`src/rtl/i2s_transmitter_if.sv`:
```
// rtl/i2s_transmitter_if.sv - stereo sample handshake between producer and I2S transmitter
interface i2s_transmitter_if #(
    parameter int DATA_W = 24
) ();
    logic [DATA_W-1:0] D_L;
    logic [DATA_W-1:0] D_R;
    logic              D_Valid;
    logic              D_Ready;

    modport master (
        output D_L,
        output D_R,
        output D_Valid,
        input  D_Ready
    );

    modport slave (
        input  D_L,
        input  D_R,
        input  D_Valid,
        output D_Ready
    );
endinterface

```
`src/rtl/i2s_transmitter.sv`:
```
// rtl/i2s_transmitter.sv - I2S serializer with single-entry sample buffer and underrun mute
module i2s_transmitter #(
    parameter int DATA_W = 24
) (
    input  logic              Sclk,
    input  logic              Reset,
    i2s_transmitter_if.slave  smp,
    output logic              Lrck,
    output logic              Sdata,
    output logic              Underrun
);
    localparam int PAD = 32 - DATA_W;

    typedef enum logic {
        IDLE,
        RUN
    } state_t;

    state_t              state;
    state_t              state_next;
    logic [5:0]          bit_cnt;
    logic [5:0]          bit_cnt_next;
    logic                buf_full;
    logic [2*DATA_W-1:0] buf_data;
    logic [63:0]         shf;
    logic [63:0]         frame_image;
    logic                accept;
    logic                boundary;
    logic                load_buf;
    logic                underrun_next;

    assign smp.D_Ready  = ~buf_full & ~Reset;
    assign accept       = smp.D_Valid & smp.D_Ready;
    assign boundary     = (bit_cnt == 6'd63);
    assign bit_cnt_next = bit_cnt + 6'd1;

    // Shf[63] is the bit for slot position 1; Sdata lags Shf by one register,
    // which produces the one-bit I2S delay after each Lrck edge.
    assign frame_image = {buf_data[2*DATA_W-1:DATA_W], {PAD{1'b0}},
                          buf_data[DATA_W-1:0],        {PAD{1'b0}}};

    always_comb begin
        state_next    = state;
        load_buf      = 1'b0;
        underrun_next = 1'b0;
        if (boundary) begin
            case (state)
                IDLE: begin
                    if (buf_full) begin
                        load_buf   = 1'b1;
                        state_next = RUN;
                    end
                end
                RUN: begin
                    if (buf_full) begin
                        load_buf = 1'b1;
                    end else begin
                        underrun_next = 1'b1;
                        state_next    = IDLE;
                    end
                end
                default: state_next = IDLE;
            endcase
        end
    end

    always_ff @(posedge Sclk) begin
        if (Reset) begin
            state <= IDLE;
        end else begin
            state <= state_next;
        end
    end

    always_ff @(posedge Sclk) begin
        if (Reset) begin
            bit_cnt  <= 6'd0;
            buf_full <= 1'b0;
            buf_data <= '0;
            shf      <= '0;
            Lrck     <= 1'b0;
            Sdata    <= 1'b0;
            Underrun <= 1'b0;
        end else begin
            bit_cnt  <= bit_cnt_next;
            Lrck     <= bit_cnt_next[5];
            Sdata    <= shf[63];
            Underrun <= underrun_next;

            if (boundary) begin
                shf <= load_buf ? frame_image : 64'd0;
            end else begin
                shf <= {shf[62:0], 1'b0};
            end

            // A capture on the boundary edge wins over the clear, so the pair waits a frame.
            if (accept) begin
                buf_data <= {smp.D_L, smp.D_R};
                buf_full <= 1'b1;
            end else if (boundary) begin
                buf_full <= 1'b0;
            end
        end
    end
endmodule

```
`src/flat_wrapper.sv`:
```
// flat-port wrapper written by rule: the top's interface ports become plain ports
module i2s_transmitter_flat 
#(
    parameter int DATA_W = 24
)
  (Sclk, Reset, Lrck, Sdata, Underrun, smp_D_L, smp_D_R, smp_D_Valid, smp_D_Ready);
  i2s_transmitter_if #(.DATA_W(DATA_W)) smp_i ();
  input  logic Sclk;
  input  logic Reset;
  output logic Lrck;
  output logic Sdata;
  output logic Underrun;
  input wire logic [$bits(smp_i.D_L)-1:0] smp_D_L;
  input wire logic [$bits(smp_i.D_R)-1:0] smp_D_R;
  input wire logic [$bits(smp_i.D_Valid)-1:0] smp_D_Valid;
  output wire logic [$bits(smp_i.D_Ready)-1:0] smp_D_Ready;
  assign smp_i.D_L = smp_D_L;
  assign smp_i.D_R = smp_D_R;
  assign smp_i.D_Valid = smp_D_Valid;
  assign smp_D_Ready = smp_i.D_Ready;
  i2s_transmitter #(.DATA_W(DATA_W)) u_core (.Sclk(Sclk), .Reset(Reset), .smp(smp_i), .Lrck(Lrck), .Sdata(Sdata), .Underrun(Underrun));
endmodule
```
`config.mk`:
```
export PLATFORM = sky130hd
export DESIGN_NAME = i2s_transmitter_flat
export DESIGN_NICKNAME = d
export VERILOG_FILES = /design/src/rtl/i2s_transmitter_if.sv /design/src/rtl/i2s_transmitter.sv /design/src/flat_wrapper.sv
export SDC_FILE = /design/constraint.sdc
export NUM_CORES = 1
export LEC_CHECK = 0
export CAP_MARGIN = 10
export CORE_MARGIN = 10
export CORE_UTILIZATION = 59
export DETAILED_ROUTE_END_ITERATION = 16
export PLACE_DENSITY = 0.84
export REMOVE_ABC_BUFFERS = 1
export SLEW_MARGIN = 20
export SYNTH_ARGS = -nofsm -noshare
export SYNTH_HDL_FRONTEND = slang
export SYNTH_SLANG_ARGS = --single-unit
```
`constraint.sdc`:
```
create_clock -name Sclk -period 1.9 [get_ports Sclk]
set_input_delay 0.38 -clock Sclk [delete_from_list [all_inputs] [get_ports Sclk]]
set_output_delay 0.38 -clock Sclk [all_outputs]
set_load 0.1 [all_outputs]
```
==> Word-level counts from Yosys, hierarchy flattened <==
Cells that the tools add are included.
{ "totals": {"regBits": 123, "output_inout_bits": 4, "elab_cells": 27, "input_bits": 51} }
{ "classes": {"eq_ne": 1, "reduce_logical": 3, "n_mux": 7, "add_sub_neg": 1, "bitwise": 6} }
{ "op_table": {"columns": ["operator", "count"], "rows": [
  ["two-way mux 64 bit", 2],
  ["adder 6 x 1 -> 6 bit (second input constant)", 1],
  ["== test 6 bit (second input constant)", 1],
  ["two-way mux 1 bit", 5],
  ["inverter 1 bit", 4],
  ["OR reduction 3 bit", 1],
  ["bitwise AND 1 bit", 2],
  ["nonzero test 2 bit", 1],
  ["OR reduction 2 bit", 1]
]} }

==> Depth between registers and ports, before layout <==
Gate-level depths: netlist (run 1).
{ "depth": {"word_depth": 4, "mapped_depth": 7, "mapped_depth_nobuf": 4} }

==> Worst setup path after synthesis (run 1) <==
No wires, ideal clock.
{ "synth_path": {"path_type": "input-to-output", "startpoint": "in Reset", "endpoint": "out smp_D_Ready", "n_path_buf": 1, "cell_stages": 2, "setup_slack_ns": -0.278, "arrival_time_ns": 1.798, "path_cell_list": "clkbuf_1 -> nor2_1"} }
{ "synth_via": {"elab_chain_len": 2} }
{ "synth_rtl": {"columns": ["element", "line_no", "rtl"], "rows": [
  ["start, declared", "flat_wrapper.sv:9", "input logic Reset;"],
  ["inverter 1 bit", "i2s_transmitter.sv:32", "assign smp.D_Ready = ~buf_full & ~Reset;"],
  ["bitwise AND 1 bit", "i2s_transmitter.sv:32", null],
  ["end, declared", "flat_wrapper.sv:16", "output wire logic [$bits(smp_i.D_Ready)-1:0] smp_D_Ready;"]
]} }
Every way passes these cells.

==> Worst setup path after layout (run 1) <==
{ "layout_path": {"startpoint": "reg u_core.buf_full", "endpoint": "out smp_D_Ready"} }
{ "layout_via": {"elab_chain_len": 2} }
{ "layout_rtl": {"columns": ["element", "line_no", "rtl"], "rows": [
  ["start, declared", "i2s_transmitter.sv:23", "logic buf_full;"],
  ["start signal, assigned", "i2s_transmitter.sv:78", "buf_full <= 1'b0;"],
  ["start signal, assigned", "i2s_transmitter.sv:99", "buf_full <= 1'b1;"],
  ["start signal, assigned", "i2s_transmitter.sv:101", "buf_full <= 1'b0;"],
  ["inverter 1 bit", "i2s_transmitter.sv:32", null],
  ["bitwise AND 1 bit", "i2s_transmitter.sv:32", null]
]} }
Every way passes these cells.

==> impl_metrics.json, run 1 <==
{
  "status": "finished, final reports clean",
  "start_kind": "flip-flop",
  "p_seq_share_pct": 39.2,
  "synth.top_cell.area_share_pct": 52.9,
  "power.leakage_nw": 1.96,
  "synth.distinct_cells": 27,
  "comb_power_share_pct": 5.6,
  "antenna_cells": 0,
  "tightest_slew_ns": 0.431,
  "rsz0062_at_grt": "no",
  "peakVddDrop_uv": 659,
  "syn_area_um2": 4310,
  "die_w_um": 106,
  "dr.first_iter.drc_count": 304,
  "wl_um": 9560,
  "setup_ws_ns": 0.140,
  "cp_max_fo": 7,
  "maxSlewViolCount": 0,
  "cts_setup_buffers": 0,
  "power_frac_clock_pct": 55.3,
  "setup_violations": 0,
  "cts_tree": "yes",
  "ctsResizeCount": 0,
  "layout.nets": 578,
  "worst_hold_slack_ns": 0.321,
  "cts_root_buf": "clkbuf_8",
  "crit_type": "flip-flop to output pin",
  "synth-edff-count": 0,
  "ys_seq_elements": 114,
  "ant_nets": 0,
  "routed_via_density": 5.56,
  "slew_headroom_pct": 71.3,
  "wire_per_inst_um": 15.0,
  "rrSetupSlack_ns": 0.34,
  "hpwl_um": 5660,
  "avgSynthCellArea_um2": 8.90,
  "io_pins": 55,
  "drtPass1Iterations": 5,
  "drc": 0,
  "rows": 31,
  "dp.cells": 606,
  "cts_buffers": 17,
  "finalClockSkew_ns": 0.00830,
  "finalCritPeriodShare_pct": 92.6,
  "p_per_area_nw_per_um2": 1180,
  "track_usage_pct": 17.3,
  "dp_slack_ns": 0.144,
  "critical_path.cell_chain": "nor2_1, buf_12",
  "slowest_delay_ns": 0.36,
  "dieArea_um2": 11100,
  "vias": 3548,
  "worstSkewPairLatency_ns": 0.52,
  "yosys_warnings": 0,
  "start_util_pct": 60.1,
  "fill_cells": 461,
  "overflow": 0,
  "cp_slowest_cell": "dfxtp_2",
  "synth_flop_cell": "dfxtp_1",
  "cp.required_ns": 1.52,
  "p_switching_w": 0.00129,
  "grt_pass1_vias": 3433,
  "hold_viol": 0,
  "grt_antenna_before_repair": 0,
  "cts.clk_slew.worst_paths_ns": 0.05,
  "h-tree-depth": 4,
  "core_area_um2": 7180,
  "syn_inst": 485,
  "ys_seq_area_share_pct": 52.9,
  "hp-class": "primary input to flip-flop",
  "cp-end-kind": "output pin",
  "holdBufCountCts": 0,
  "die_h_um": 106,
  "yosysTopAreaCell": "dfxtp_1",
  "internal_power_w": 0.00520,
  "async_reset_ff_share_pct": 0,
  "timing.fmax_mhz": 568,
  "drive_above_1_share_pct": 10.8,
  "cts_buffer_depth": 2,
  "fin_crit_ns": 1.76,
  "grt_first_pass_wirelength_um": 15900,
  "cts.sinks": 114,
  "cp.arrival_ns": 1.38,
  "stdcell_count": 638,
  "switching_share_pct": 19.9,
  "io_buffers": 54,
  "cap_violations": 0,
  "synthTopCellsByArea": "dfxtp_1, o21ai_0, nand2b_1",
  "grt_max_degree": 52,
  "syn2layout_area_growth_pct": 27.8,
  "routabilityCongestion": 0.775
}
[logic make-up (layout without fill, tap and decap cells)]
group | count (synthesis) | in the layout | share of synthesized area [%]
AOI/OAI and AO/OA | 147 | 147 | 17.1
muxes | 1 | 1 | 0.261
xor gates and xnor gates | 3 | 3 | 0.609
adders and majority gates | 1 | 1 | 0.290
buffers and inverters | 49 | 103 | 7.19
DFF | 114 | 114 | 52.9
and+or+nand+nor | 170 | 170 | 21.6
[synth_stat cells, types with 3 or more instances]
cell / count
buf_4: 8
o21ai_1: 20
nand3_1: 4
nand2b_1: 47
buf_2: 14
and2_1: 8
nand4_1: 47
nand2_1: 49
dfxtp_1: 114
and3_1: 3
o21ai_0: 76
nor2_1: 6
a21oi_1: 50
buf_6: 5
nor2b_1: 3
clkbuf_1: 17
[metal layers]
metal	vias up	track usage, %	routed length (µm)
met5	-	0	0
met4	0	7.83	132
met3	16	4.99	506
met2	114	28.1	4680
met1	1657	20.7	4240
li1	1761	-	-
[cell usage in the layout, fill, tap and decap left out, types with 2 or more instances in the layout]
cell type / netlist / final
clkbuf_1: 17 / 2
o21ai_1: 20 / 20
o21ai_0: 76 / 76
buf_12: 1 / 4
clkinv_2: 0 / 2
buf_4: 8 / 17
and3_1: 3 / 2
clkbuf_8: 0 / 5
nand4_1: 47 / 47
nand2b_1: 47 / 47
clkdlybuf4s50_1: 0 / 49
nor2b_1: 3 / 3
a21oi_1: 50 / 50
xor2_1: 2 / 2
and2_1: 8 / 8
dfxtp_1: 114 / 113
bufinv_16: 0 / 6
nand2_1: 49 / 49
clkbuf_16: 0 / 16
nand3_1: 4 / 3
nor2_1: 6 / 6
[power groups by stage]
| stage | registers (W) | clock network (W) | logic, W |
|---|---|---|---|
| 6_report | 0.00254 | 0.00359 | 0.000361 |
| 2_1_floorplan | 0.00259 | 0 | 0.000135 |
| 4_1_cts | 0.00254 | 0.00360 | 0.000362 |
| 3_3_place_gp | 0.00258 | 0 | 0.000348 |
| 3_5_place_dp | 0.00259 | 0 | 0.000357 |
| 5_1_grt | 0.00255 | 0.00372 | 0.000396 |
[layout make-up]
class	instances	area, µm²	share of cell area [%]
clock inverter	9	199	3.61
clock buffer	23	477	8.64
multi-input combinational	322	1730	31.4
tap	99	124	2.25
timing repair buffer	71	703	12.7
sequential	114	2280	41.4
[sequential cells by signal (all words and copies together) (netlist names)]
register,flops
u_core.shf,56
u_core.state,1
u_core.buf_data,48
u_core.Sdata,1
u_core.buf_full,1
u_core.bit_cnt,6
u_core.Underrun,1
[critical path, delay by kind of cell, from the launching register on]
family / cells / cell delay (ns)
buf+inv: 1 / 0.22
flops: 1 / 0.36
simple gates: 1 / 0.28
[path summary, 6_finish.rpt]
check	start	to	cells past startpoint
worst max-delay path	u_core.buf_full	smp_D_Ready	2
worst min-delay path	Reset	u_core.buf_data[35]	3
worst max register to register	u_core.bit_cnt[0]	u_core.shf[48]	5
worst min register to register	u_core.shf[31]	u_core.shf[32]	1
[per-stage QoR]
| stage | setup TNS, ns | area, µm² | util, % | power [W] |
|---|---|---|---|---|
| finish | 0 | 5520 | 76.9 | 0.00649 |
| global route | 0 | 5520 | 76.9 | 0.00666 |
| CTS | 0 | 5520 | 76.9 | 0.00650 |
| detailed placement | 0 | 4840 | 67.4 | 0.00294 |
| global placement | 0 | 4840 | 67.4 | 0.00293 |
| floorplan | -98.80 | 4000 | - | 0.00273 |
(Power assumes the default switching activity.)
==> run 2, diff against run 1 <==
--- a/config.mk
+++ b/config.mk
@@ -6,6 +6,7 @@
 export NUM_CORES = 1
 export LEC_CHECK = 0
 export CAP_MARGIN = 10
+export CORE_ASPECT_RATIO = 1.25
 export CORE_MARGIN = 10
 export CORE_UTILIZATION = 59
 export DETAILED_ROUTE_END_ITERATION = 16
==> impl_metrics.json, run 2 (synthesis gave the netlist of run 1 again) <==
{
  "stdcell_count": 624,
  "routabilityCongestion": 0.758,
  "hpwl_um": 5450,
  "overflow": 0,
  "rsz0062_at_grt": "no",
  "cp.arrival_ns": 1.34,
  "ctsResizeCount": 0,
  "peakVddDrop_uv": 766,
  "dp_slack_ns": 0.189,
  "grt_util_met3_pct": 5.24,
  "met1_usage_pct": 21.3,
  "layout.nets": 573,
  "cts.clk_slew.worst_paths_ns": 0.05,
  "grt_antenna_before_repair": 0,
  "cts_root_buf": "clkbuf_8",
  "mostFrequentLayoutCell": "dfxtp_1",
  "fin_crit_ns": 1.72,
  "p_per_area_nw_per_um2": 1160,
  "grt_use_met2_pct": 30.8,
  "dp.cells": 592,
  "hold_path_depth": 3,
  "final_area_um2": 5450,
  "holdBufCountCts": 0,
  "hold_viol": 0,
  "worstSkewPairLatency_ns": 0.51,
  "dieArea_um2": 11200,
  "crit_type": "flip-flop to output pin",
  "dr.first_iter.drc_count": 318,
  "busiest_layer": "met2",
  "worst_hold_slack_ns": 0.409,
  "grt_max_degree": 56,
  "worstHoldStart": "smp_D_R[13]",
  "cts_setup_buffers": 0,
  "drtPass1Iterations": 5,
  "largest_register_ffs": 56,
  "start_util_pct": 61.1,
  "r2r-start": "u_core.bit_cnt[0]",
  "rrSetupSlack_ns": 0.24,
  "top_register": "u_core.shf",
  "maxSlewViolCount": 0,
  "rows": 34,
  "vias": 3582,
  "most-common-layout-cells": "dfxtp_1, o21ai_0, a21oi_1",
  "drive_above_1_share_pct": 10.3,
  "status": "finished, final reports clean",
  "min_to": "u_core.buf_data[13]",
  "cp-end-kind": "output pin",
  "routed_via_density": 5.74,
  "tightest_slew_ns": 0.673,
  "cts.sinks": 114,
  "drc": 0,
  "syn2layout_area_growth_pct": 26.4,
  "r2r_cells": 4,
  "power.leakage_nw": 1.93,
  "start_kind": "flip-flop",
  "grt_first_pass_wirelength_um": 16400,
  "ant_nets": 0,
  "io_buffers": 54,
  "slew_headroom_pct": 55.2,
  "timing.fmax_mhz": 582,
  "cap_violations": 0,
  "setup_violations": 0,
  "cts_buffer_depth": 2,
  "track_usage_pct": 18.7,
  "wl_um": 10100,
  "wire_per_inst_um": 16.2,
  "cts_tree": "yes",
  "grt_pass1_vias": 3489,
  "h-tree-depth": 4,
  "hp-class": "primary input to flip-flop",
  "r2r_end": "u_core.buf_full",
  "die_h_um": 116,
  "die_w_um": 96.5,
  "finalCritPeriodShare_pct": 90.5,
  "antenna_cells": 0,
  "placed_area_um2": 4800,
  "cts_buffers": 17,
  "core_area_um2": 7060,
  "setup_ws_ns": 0.181,
  "cp.required_ns": 1.52,
  "io_pins": 55,
  "reg.largest.list": "u_core.shf: 56 flops, u_core.buf_data: 48 flops, u_core.bit_cnt: 6 flops",
  "finalClockSkew_ns": 0.00590,
  "cp_max_fo": 8
}
==> run 2: cell type report <==
| type | count | area (µm²) |
|---|---|---|
| Tap cell | 90 | 113 |
| Clock buffer | 21 | 469 |
| Timing Repair Buffer | 66 | 678 |
| Clock inverter | 11 | 180 |
| Fill cell | 456 | 1610 |
| Sequential cell | 114 | 2280 |
| Multi-Input combinational cell | 322 | 1730 |
==> run 2: where the power goes <==
| group | total [W] | internal [W] | switching (W) |
|---|---|---|---|
| clock network | 0.00344 | 0.00239 | 0.00105 |
| logic | 0.000357 | 0.000180 | 0.000176 |
| registers | 0.00255 | 0.00248 | 0.0000614 |
| total | 0.00634 | 0.00505 | 0.00129 |
==> run 2: critical path: stages (launching register included) <==
cell and delay [ns]:
dfxtp_2 0.38, nor2_1 0.24, buf_12 0.21
==> run 2: how the worst max path moves through the flow <==
| stage | from | endpoint | slack [ns] | depth (start not counted) |
|---|---|---|---|---|
| 6_report | u_core.buf_full | smp_D_Ready | 0.18 | 2 |
| 5_1_grt | u_core.buf_full | smp_D_Ready | 0.12 | 2 |
| 4_1_cts | u_core.buf_full | smp_D_Ready | 0.17 | 2 |
| 3_5_place_dp | smp_D_Valid | u_core.buf_data[25] | 0.19 | 4 |
| 3_3_place_gp | smp_D_Valid | u_core.buf_data[34] | 0.24 | 4 |
| 2_1_floorplan | u_core.buf_full | u_core.buf_data[0] | -1.17 | 2 |
==> run 2: stage by stage <==
| step | power (W) | TNS, ns | utilization, % |
|---|---|---|---|
| floorplan | 0.00273 | -98.80 | - |
| global placement | 0.00293 | 0 | 68.0 |
| detailed placement | 0.00294 | 0 | 68.0 |
| CTS | 0.00635 | 0 | 77.2 |
| global route | 0.00651 | 0 | 77.2 |
| finish | 0.00634 | 0 | 77.2 |
==> run 2: per-layer routing <==
layer  up-vias  routed length (µm)
met5         -                   0
met2       106                5250
met1      1705                4130
li1       1748                   -
met4         0                 258
met3        23                 478
